`src/rtl/ysyx_25040129_ifu.sv`:
```
// -----------------------------------------------------------------------------
// ysyx_25040129_ifu -- instruction fetch unit of the multicycle core.
//
// Holds the PC and issues one instruction-memory read per instruction. The
// fetched word goes to decode over a valid/ready handshake. After decode takes
// it, the unit waits for write-back to return the next PC and then fetches
// again. If the returned PC is misaligned, no bus request is made. The unit
// offers inst=0 with fetch_err=1 instead.
//
// Ports:
//   clk, rst                  clock (rising edge), async active-high reset
//   ifu_araddr/arvalid/arready  read address channel (araddr always == pc)
//   ifu_rdata/rresp/rvalid/rready read data channel (rresp != 0 is an error)
//   inst, pc, fetch_err       registered instruction, its address, error flag
//   is_req_valid_to_idu / is_req_ready_from_idu   handshake to decode
//   dnpc / is_req_valid_from_wbu / is_req_ready_to_wbu  next PC from write-back
//
// Optional feature (macro YSYX_25040129_IFU_PERF_EN):
//   perf_fetch_cnt  completed fetches (DATA->SEND), wraps mod 2^32
//   perf_stall_cnt  cycles spent in ADDR or DATA, wraps mod 2^32
//   plus a simulation-only message on every fetch error.
// -----------------------------------------------------------------------------
module ysyx_25040129_ifu #(
  parameter logic [31:0] RESET_PC = 32'h8000_0000
) (
  input  logic        clk,
  input  logic        rst,
  output logic [31:0] ifu_araddr,
  output logic        ifu_arvalid,
  input  logic        ifu_arready,
  input  logic [31:0] ifu_rdata,
  input  logic [1:0]  ifu_rresp,
  input  logic        ifu_rvalid,
  output logic        ifu_rready,
  output logic [31:0] inst,
  output logic [31:0] pc,
  output logic        fetch_err,
  output logic        is_req_valid_to_idu,
  input  logic        is_req_ready_from_idu,
  input  logic [31:0] dnpc,
  input  logic        is_req_valid_from_wbu,
  output logic        is_req_ready_to_wbu
`ifdef YSYX_25040129_IFU_PERF_EN
  ,
  output logic [31:0] perf_fetch_cnt,
  output logic [31:0] perf_stall_cnt
`endif
);

  typedef enum logic [2:0] {
    S_BOOT,
    S_ADDR,
    S_DATA,
    S_SEND,
    S_WAIT
  } state_e;

  state_e      state_q, state_d;
  logic [31:0] pc_q, pc_d;
  logic [31:0] inst_q, inst_d;
  logic        fetch_err_q, fetch_err_d;

  // NOTE: every signal assigned here gets its hold value first. Any path
  // through the case that skips a signal would otherwise infer a latch.
  always_comb begin
    state_d     = state_q;
    pc_d        = pc_q;
    inst_d      = inst_q;
    fetch_err_d = fetch_err_q;
    unique case (state_q)
      S_BOOT: state_d = S_ADDR;
      // ifu_arvalid is high throughout ADDR, so arready alone completes the handshake.
      S_ADDR: if (ifu_arready) state_d = S_DATA;
      S_DATA: begin
        if (ifu_rvalid) begin
          state_d     = S_SEND;
          inst_d      = ifu_rdata;
          fetch_err_d = (ifu_rresp != 2'b00);
        end
      end
      S_SEND: if (is_req_ready_from_idu) state_d = S_WAIT;
      S_WAIT: begin
        if (is_req_valid_from_wbu) begin
          pc_d = dnpc;
          if (dnpc[1:0] == 2'b00) begin
            state_d = S_ADDR;
          end else begin
            // A misaligned target is never put on the bus. It is reported to
            // decode directly as a faulting fetch.
            state_d     = S_SEND;
            inst_d      = 32'h0;
            fetch_err_d = 1'b1;
          end
        end
      end
      default: state_d = S_BOOT;
    endcase
  end

  // NOTE: state registers use non-blocking assignments. All flops then update
  // together at the edge, with no dependence on evaluation order.
  always_ff @(posedge clk or posedge rst) begin
    if (rst) begin
      state_q     <= S_BOOT;
      pc_q        <= RESET_PC;
      inst_q      <= 32'h0;
      fetch_err_q <= 1'b0;
    end else begin
      state_q     <= state_d;
      pc_q        <= pc_d;
      inst_q      <= inst_d;
      fetch_err_q <= fetch_err_d;
    end
  end

  // Handshake outputs depend only on the state. Reset drops them at once.
  assign ifu_arvalid         = (state_q == S_ADDR);
  assign ifu_rready          = (state_q == S_DATA);
  assign is_req_valid_to_idu = (state_q == S_SEND);
  assign is_req_ready_to_wbu = (state_q == S_WAIT);

  assign ifu_araddr = pc_q;
  assign pc         = pc_q;
  assign inst       = inst_q;
  assign fetch_err  = fetch_err_q;

`ifdef YSYX_25040129_IFU_PERF_EN
  logic [31:0] perf_fetch_cnt_q, perf_fetch_cnt_d;
  logic [31:0] perf_stall_cnt_q, perf_stall_cnt_d;

  always_comb begin
    perf_fetch_cnt_d = perf_fetch_cnt_q;
    perf_stall_cnt_d = perf_stall_cnt_q;
    if ((state_q == S_DATA) && ifu_rvalid) perf_fetch_cnt_d = perf_fetch_cnt_q + 32'd1;
    if ((state_q == S_ADDR) || (state_q == S_DATA)) perf_stall_cnt_d = perf_stall_cnt_q + 32'd1;
  end

  always_ff @(posedge clk or posedge rst) begin
    if (rst) begin
      perf_fetch_cnt_q <= 32'h0;
      perf_stall_cnt_q <= 32'h0;
    end else begin
      perf_fetch_cnt_q <= perf_fetch_cnt_d;
      perf_stall_cnt_q <= perf_stall_cnt_d;
    end
  end

  assign perf_fetch_cnt = perf_fetch_cnt_q;
  assign perf_stall_cnt = perf_stall_cnt_q;

`ifndef SYNTHESIS
  // Reports each faulting fetch once, as it enters SEND.
  always @(posedge clk) begin
    if (!rst && (state_d == S_SEND) && (state_q != S_SEND) && fetch_err_d)
      $display("ifu: fetch error at pc=%h", pc_d);
  end
`endif
`endif

endmodule
```
`config.mk`:
```
export PLATFORM = sky130hd
export DESIGN_NAME = ysyx_25040129_ifu
export DESIGN_NICKNAME = d
export VERILOG_FILES = /design/src/rtl/ysyx_25040129_ifu.sv
export SDC_FILE = /design/constraint.sdc
export NUM_CORES = 1
export LEC_CHECK = 0
export BUFFER_PORTS_ARGS = -buffer_cell sky130_fd_sc_hd__buf_2
export CAP_MARGIN = 20
export CORE_AREA = 4 4 117 119
export CTS_CLUSTER_DIAMETER = 120
export DETAILED_ROUTE_END_ITERATION = 12
export DIE_AREA = 0 0 121 123
export PLACE_DENSITY = 0.58
export SLEW_MARGIN = 20
export SYNTH_ARGS = -nofsm -noshare
export SYNTH_HDL_FRONTEND = slang
export SYNTH_SLANG_ARGS = --single-unit
```
`constraint.sdc`:
```
create_clock -name clk -period 2.6 [get_ports clk]
set_input_delay 0.26 -clock clk [delete_from_list [all_inputs] [get_ports clk]]
set_output_delay 0.26 -clock clk [all_outputs]
set_load 0.05 [all_outputs]
```
==> results.cfg, run 1 <==
[flow_run]
drv_cap = 0

[cts]
ctsHoldBuffers = 0
cts_tree = built
ctsResizeCount = 0
cts_root_buf = clkbuf_16
post_cts_buffers = 0
worstSkewPairLatency_ns = 0.33
clkTransAtPathRegs_ns = 0.06
cts.sinks = 68
h-tree-depth = 3
cts_made_buffers = 9
clockBufferDepth = 2

[synth]
ys_warn_count = 0
ys_ff_latch = 68
synth_area_per_cell_um2 = 11.7
synth_top_area_frac = 0.537
synthesis.nets = 338
synth_largest_area_cell = dfrtp_1
ys_types = 26
yosysSeqAreaShare = 0.546
synth_area_leaders = dfrtp_1 54%, mux2_2 12%, mux2i_1 11%
syn_inst = 266
syn_area_um2 = 3120

[floorplan]
num_rows = 41
start_util = 0.248
coreArea_um2 = 12600
die_w_um = 121
num_io_pins = 173
dieArea_um2 = 14900
die_y_um = 123

[global_route]
grt_pass1_vias = 2256
grt_max_degree = 69
grt.total_usage = 0.0966
grt_pass1_wl_mm = 11.1
grt_overflow_total = 0
antenna_found_initial = 0

[layout]
area_growth_pct = 37.6
n_antenna_cell = 0
drive_gt1_frac = 0.556
nNetsFinal = 484
stdcell_area_um2 = 4290
utilization = 0.342

[critical_path]
path_class = flip-flop to output pin
crit_fanout = 22
crit_arrival_ns = 1.77
r2r-start = state_q[1]
ff2ff_path_depth = 6
start_kind = flip-flop
reg2reg_setup_slack_ns = 0.69
end_kind = output pin
r2r_end = fetch_err
worst_ep_required_time_ns = 2.34

[timing]
setup_viol = 0
final.min_clock_period_ns = 2.03
period_share = 0.780
tns_ns = 0
fin_hold_ws_ns = -0.0187
final_max_slew_viol_count = 0
slew_headroom = 0.587
fin_skew_ns = 0.00467
hold_viol = 16
max_clock_freq_mhz = 493
rsz0062_at_grt = no
worst_slew_pin_slew_ns = 0.617

[route]
ant_nets = 0
vias = 2308
vias_per_cell = 3.92
dr.pass1.iters = 4
wl_mm = 7.40
detail_route.wl_per_cell_um = 12.6
drtIter0Drc = 38
drc = 0

[outcome]
status = complete, but fails checks
violations = negative hold slack

[placed_design]
place.gp.congestion = 0.713
io_buffers = 172
dp_hpwl_mm = 5.70
placedInstanceArea_um2 = 3940

[worst_hold_path]
hp-class = primary input to async pin
## through the flow
| stage | std cells | setup slack, ns |
|---|---|---|
| final | 589 | 0.573 |
| after floorplan | 266 | 0.630 |
| after CTS | 589 | 0.546 |
| after detailed placement | 573 | 0.687 |
| after global routing | 589 | 0.445 |
| after global placement | 573 | 0.730 |
## registers in the layout, indices dropped and copies added, names as in the netlist
name / flops
ifu_araddr: 32
state_q: 3
fetch_err: 1
inst: 32
## placed cells by master, fill, tap and decap left out, drive strengths merged
cell | Yosys | routed
buf | 40 | 178
dfrtp | 67 | 67
inv | 37 | 38
mux2i | 33 | 33
mux2 | 33 | 33
nand2 | 32 | 32
clkbuf | 3 | 9
a21oi | 5 | 5
bufinv | 0 | 3
and3 | 2 | 2
clkinv | 0 | 2
nand2b | 2 | 2
nor2 | 2 | 2
o21ai | 2 | 2
nand3b | 1 | 1
o211ai | 1 | 1
nor3 | 1 | 1
or3 | 1 | 1
nand4 | 1 | 1
a311o | 1 | 1
o31ai | 1 | 1
clkinvlp | 0 | 1
dfstp | 1 | 1
## cell type report
type / count / area (µm²)
Fill cell: 1263 / 8280
Sequential cell: 68 / 1700
Multi-Input combinational cell: 118 / 968
Timing Repair Buffer: 178 / 918
Clock buffer: 9 / 225
Tap cell: 172 / 215
Inverter: 37 / 139
Clock inverter: 7 / 124
## logic make-up (layout without fill, tap and decap cells)
kind of cell	count (synthesis)	in the layout	synth area share
AND/OR/NAND/NOR	42	42	0.0617
AO/OA/AOI/OAI	10	10	0.0208
flip-flops	68	68	0.546
buffers and inverters	80	231	0.147
multiplexers	66	66	0.225
## worst max-delay path by stage
stage	end	cells past startpoint	from	slack [ns]
3_3_place_gp	fetch_err	6	state_q[1]	0.73
3_5_place_dp	fetch_err	6	state_q[1]	0.69
6_report	is_req_ready_to_wbu	5	state_q[1]	0.57
2_1_floorplan	fetch_err	1	rst	0.63
5_1_grt	is_req_ready_to_wbu	5	state_q[1]	0.44
4_1_cts	is_req_ready_to_wbu	5	state_q[1]	0.55
## Yosys cell counts
cell type and count:
a21oi_1 5, a311o_1 1, and3_1 2, buf_4 38, buf_6 2, clkbuf_1 3
dfrtp_1 67, dfstp_2 1, inv_1 36, inv_2 1, mux2_1 1, mux2_2 32
mux2i_1 33, nand2_1 32, nand2b_1 1, nand2b_4 1, nand3b_1 1, nand4_1 1
nor2_1 1, nor2_4 1, nor3_1 1, o211ai_2 1, o21ai_0 1, o21ai_1 1
o31ai_1 1, or3_1 1
## per-layer routing
| layer | routed length [µm] | part of all wire | global-route usage | vias up |
|---|---|---|---|---|
| li1 | - | - | - | 1113 |
| met1 | 3070 | 0.41 | 0.115 | 1067 |
| met2 | 3470 | 0.47 | 0.153 | 121 |
| met3 | 791 | 0.11 | 0.0462 | 7 |
| met4 | 76 | 0.010 | 0.0340 | 0 |
| met5 | 0 | 0 | 0 | - |
## worst max-delay path, cell delays in order, from the launching register on
cell	delay, ns
dfrtp_1	0.47
nand2b_4	0.19
nand2b_1	0.21
buf_4	0.24
inv_2	0.07
buf_2	0.25
Power of run 1 is not shown: default switching activity piles up to over one toggle a cycle in this logic, so the estimate is an artifact.
==> inputs of run 2 (changes only) <==
==> constraint.sdc (replaced) <==
create_clock -name clk -period 1.9 [get_ports clk]
set_input_delay 0.19 -clock clk [delete_from_list [all_inputs] [get_ports clk]]
set_output_delay 0.19 -clock clk [all_outputs]
set_load 0.05 [all_outputs]
==> run 2 against run 1 <==
The run now ends clean; count of clock-buffer cells in the layout rose by 2; sequential share of layout area rose by 0.20 points; global-route usage rose by 0.67 points.
==> results.cfg, run 2 (synthesis gave the netlist of run 1 again) <==
[worst_hold_path]
min_from = dnpc[21]
hold_end = ifu_araddr[21]
hp-class = primary input to flip-flop
hold_depth = 2

[critical_path]
end_kind = output pin
reg2reg_setup_slack_ns = 0.25
r2r_end = ifu_araddr[3]
path_class = flip-flop to output pin
worst_ep_required_time_ns = 1.71
r2r-start = state_q[2]
start_kind = flip-flop
ff2ff_path_depth = 5
critPathLaunch = state_q[2]
crit_arrival_ns = 1.50
crit_fanout = 6

[placed_design]
placedInstanceArea_um2 = 4000
dp_hpwl_mm = 5.95
place_inst = 576
io_buffers = 172
place.gp.congestion = 0.701

[timing]
setup_viol = 0
tns_ns = 0
fin_skew_ns = 0.00682
final.min_clock_period_ns = 1.69
worst_slew_pin_slew_ns = 0.540
rsz0062_at_grt = no
max_clock_freq_mhz = 592
slew_headroom = 0.639
final_max_slew_viol_count = 0
period_share = 0.889
hold_viol = 0

[layout]
layout_commonest_cell = buf_2
drive_gt1_frac = 0.554
final_cell_mix = 172 x buf_2, 67 x dfrtp_1, 35 x inv_1, 33 x mux2i_1
area_growth_pct = 36.9
nFillCells = 1259
multiInputGateArea_um2 = 968
utilization = 0.340
n_antenna_cell = 0
nNetsFinal = 488
stdcell_area_um2 = 4270
seq_area_um2 = 1700
fin_cells = 591

[route]
drc = 0
vias = 2357
detail_route.wl_per_cell_um = 12.8
ant_nets = 0
drtIter0Drc = 50
dr.pass1.iters = 4
vias_per_cell = 3.99
wl_mm = 7.55

[floorplan]
die_y_um = 123
num_io_pins = 173
num_rows = 41
dieArea_um2 = 14900
die_w_um = 121
coreArea_um2 = 12600
start_util = 0.248

[outcome]
status = completed

[global_route]
antenna_found_initial = 0
grt_pass1_vias = 2409
grt_pass1_wl_mm = 11.8
grt.total_usage = 0.103
grt_overflow_total = 0
grt_max_degree = 33

[cts]
worstSkewPairLatency_ns = 0.32
ctsResizeCount = 0
cts.sinks = 68
clkTransAtPathRegs_ns = 0.05
cts_tree = built
cts_root_buf = clkbuf_16
cts_made_buffers = 9
clockBufferDepth = 2
h-tree-depth = 3

[flow_run]
drv_cap = 0
## run 2: metrics by stage
stage | hold WS, ns | setup slack [ns]
final | 0.0931 | 0.211
after global routing | 0.0833 | 0.120
after CTS | 0.0769 | 0.169
after detailed placement | 0.250 | 0.230
after global placement | 0.247 | 0.314
after floorplan | 0.302 | 0.000145
## run 2: what timing repair did
action / in CTS / in global routing
hold buffers: 1 / 0
buffers inserted: 0 / 0
hold endpoints to repair: 16 / 0
## run 2: area by class of cell
type                       instances  share of cell area
sequential                        68               0.399
timing repair buffer             182               0.231
multi-input combinational        118               0.227
clock buffer                      11              0.0568
tap                              172              0.0504
inverter                          37              0.0325
clock inverter                     3             0.00351
## run 2: worst max-delay path, cell delays in order (launching register included)
cell and delay, ns:
dfrtp_1 0.47, nand2b_4 0.09, nand2b_1 0.24, inv_2 0.11
buf_2 0.26
## run 2: how the worst max path moves through the flow
stage / endpoint / slack (ns) / depth (start not counted)
3_3_place_gp: ifu_araddr[13] / 0.31 / 5
6_report: is_req_ready_to_wbu / 0.21 / 4
2_1_floorplan: fetch_err / 0.0001 / 1
4_1_cts: is_req_valid_to_idu / 0.17 / 3
5_1_grt: is_req_ready_to_wbu / 0.12 / 4
3_5_place_dp: ifu_araddr[30] / 0.23 / 5
## run 2: layer usage
| layer | wire length, µm | track usage |
|---|---|---|
| met5 | 0 | 0 |
| met4 | 95 | 0.0361 |
| met3 | 777 | 0.0453 |
| met2 | 3490 | 0.170 |
| met1 | 3190 | 0.120 |
Power of run 2 is left out for the same reason.
==> inputs of run 3 (changes only) <==
--- a/config.mk
+++ b/config.mk
@@ -5,13 +5,14 @@
 export SDC_FILE = /design/constraint.sdc
 export NUM_CORES = 1
 export LEC_CHECK = 0
+export ABC_AREA = 1
 export BUFFER_PORTS_ARGS = -buffer_cell sky130_fd_sc_hd__buf_2
 export CAP_MARGIN = 20
-export CORE_AREA = 4 4 117 119
+export CORE_AREA = 4 4 122 124
 export CTS_CLUSTER_DIAMETER = 120
 export DETAILED_ROUTE_END_ITERATION = 12
-export DIE_AREA = 0 0 121 123
-export PLACE_DENSITY = 0.58
+export DIE_AREA = 0 0 126 128
+export PLACE_DENSITY = 0.57
 export SLEW_MARGIN = 20
 export SYNTH_ARGS = -nofsm -noshare
 export SYNTH_HDL_FRONTEND = slang
==> run 3 against run 2 <==
Flip-flop and latch count stayed put; critical path type unchanged; utilization is 0.79 points lower; largest cell class unchanged; first-iteration DRC count grew to 2.8 times the previous value; highest routed layer unchanged.
==> results.cfg, run 3 <==
[timing]
final_max_slew_viol_count = 0
final.min_clock_period_ns = 1.77
setup_viol = 0
fin_hold_ws_ns = 0.0797
fin_skew_ns = 0.0111
rsz0062_at_grt = no
hold_viol = 0
worst_slew_pin_slew_ns = 0.401
period_share = 0.931
layout_setup_ws_ns = 0.130
slew_headroom = 0.733
max_clock_freq_mhz = 565
tns_ns = 0

[layout]
n_antenna_cell = 0
layout_commonest_cell = buf_2
drive_gt1_frac = 0.391
nNetsFinal = 607
final_cell_mix = 170 x buf_2, 143 x nand2_1, 67 x dfrtp_1, 33 x nand3_1, 33 x nand4_1
area_growth_pct = 33.8
nFillCells = 1494
fin_cells = 720

[route]
wl_met1_mm = 4.26
drc = 0
drtIter0Drc = 141
ant_nets = 0
detail_route.wl_per_cell_um = 14.1
dr.pass1.iters = 4
vias_per_cell = 4.48
wl_met2_mm = 4.94
top_layer = met4
vias = 3227
wl_mm = 10.2
dr_wl_met3_um = 820

[synth]
ys_top_cells_by_count = 143 x nand2_1, 67 x dfrtp_1, 33 x buf_4, 33 x nand3_1, 33 x nand4_1
synth_edf_count = 0
syn_inst = 399
async_flop_share = 1.00
synth_top_area_frac = 0.491
synth_largest_area_cell = dfrtp_1
synth_most_common_cell = nand2_1
synth_area_leaders = dfrtp_1 49%, nand2_1 16%, buf_4 7.3%
synth_area_per_cell_um2 = 8.56
syn_area_um2 = 3420
ys_ff_latch = 68
synthesis.nets = 471
yosysSeqAreaShare = 0.498
synthFlopType = dfrtp_1
ys_types = 21
ys_warn_count = 0

[global_route]
grt_pass1_vias = 3193
antenna_found_initial = 0
grt_pass1_wl_mm = 16.4
grt.total_usage = 0.127
grt_overflow_total = 0
grt_max_degree = 69

[placed_design]
post-place-ws_ns = 0.214
io_buffers = 172
dp_hpwl_mm = 7.34
place_inst = 701
place.gp.congestion = 0.822

[cts]
clkTransAtPathRegs_ns = 0.06
h-tree-depth = 3
cts_tree = built
cts_made_buffers = 9
cts.sinks = 68
cts_root_buf = clkbuf_16
clockBufferDepth = 2
worstSkewPairLatency_ns = 0.33

[critical_path]
crit_chain = buf_6 -> nor2_1 -> buf_2
slowest_stage = dfrtp_1
r2r_end = inst[20]
crit_family = buffers and inverters
path_class = flip-flop to output pin
start_kind = flip-flop
critPathBufInv = 2
ff2ff_path_depth = 7
reg2reg_setup_slack_ns = 0.24
max_stage_delay_ns = 0.45
r2r-start = state_q[0]
end_kind = output pin
crit_fanout = 25
worst_ep_required_time_ns = 1.71
crit_arrival_ns = 1.58

[floorplan]
die_w_um = 126
coreArea_um2 = 13800
die_y_um = 128
num_io_pins = 173
start_util = 0.248
dieArea_um2 = 16100
num_rows = 43

[worst_hold_path]
min_from = dnpc[31]
hold_depth = 3
hp-class = primary input to flip-flop
hold_end = ifu_araddr[31]

[flow_run]
drv_cap = 0

[outcome]
status = completed
==> run 3: cells by family after synthesis <==
| group | count (synthesis) | synth area share |
|---|---|---|
| flops | 68 | 0.498 |
| simple gates | 220 | 0.295 |
| buf+inv | 74 | 0.128 |
| compound gates | 37 | 0.0784 |
==> run 3: layout make-up <==
| cell class | instances | area, µm² | share of cell area |
|---|---|---|---|
| Timing Repair Buffer | 186 | 1010 | 0.222 |
| Tap cell | 180 | 225 | 0.0493 |
| Sequential cell | 68 | 1700 | 0.372 |
| Clock inverter | 4 | 47.5 | 0.0104 |
| Multi-Input combinational cell | 257 | 1280 | 0.279 |
| Clock buffer | 12 | 256 | 0.0561 |
| Inverter | 13 | 48.8 | 0.0107 |
==> run 3: worst max path at each step <==
| stage | slack, ns | cells past startpoint | end | start |
|---|---|---|---|---|
| global route | 0.02 | 5 | ifu_arvalid | state_q[2] |
| finish | 0.13 | 3 | is_req_valid_to_idu | state_q[2] |
| global placement | 0.28 | 7 | ifu_araddr[1] | state_q[0] |
| detailed placement | 0.21 | 5 | inst[27] | state_q[0] |
| floorplan | 0.0001 | 1 | fetch_err | rst |
| CTS | 0.05 | 5 | is_req_ready_to_wbu | state_q[0] |
==> run 3: worst reg2reg max path, stage by stage (launching register included) <==
cell,delay (ns)
dfrtp_1,0.45
nor2_4,0.17
buf_4,0.13
nand3_1,0.13
nand2_4,0.11
nand3_4,0.31
nand2_1,0.17
nand2_1,0.07
==> run 3: metal layers <==
metal,up-vias,global-route usage
met2,144,0.214
met5,-,0
met3,11,0.0388
met1,1517,0.156
met4,0,0.0423
li1,1555,-
==> run 3: what timing repair did <==
action / CTS / global route
gates cloned: 0 / 0
resized for setup: 1 / 2
setup endpoints to repair: 1 / 2
endpoints found under the hold margin: 67 / 0
buffers inserted: 0 / 2
hold buffers: 1 / 0
pin swaps: 0 / 1
==> run 3: through the flow <==
| step | cell area (µm²) | util |
|---|---|---|
| 6_report | 4570 | 0.332 |
| 5_1_grt | 4570 | 0.332 |
| 4_1_cts | 4550 | 0.330 |
| 3_5_place_dp | 4230 | 0.307 |
| 3_3_place_gp | 4230 | 0.307 |
| 2_1_floorplan | 3420 | - |
Power of run 3 is left out for the same reason.
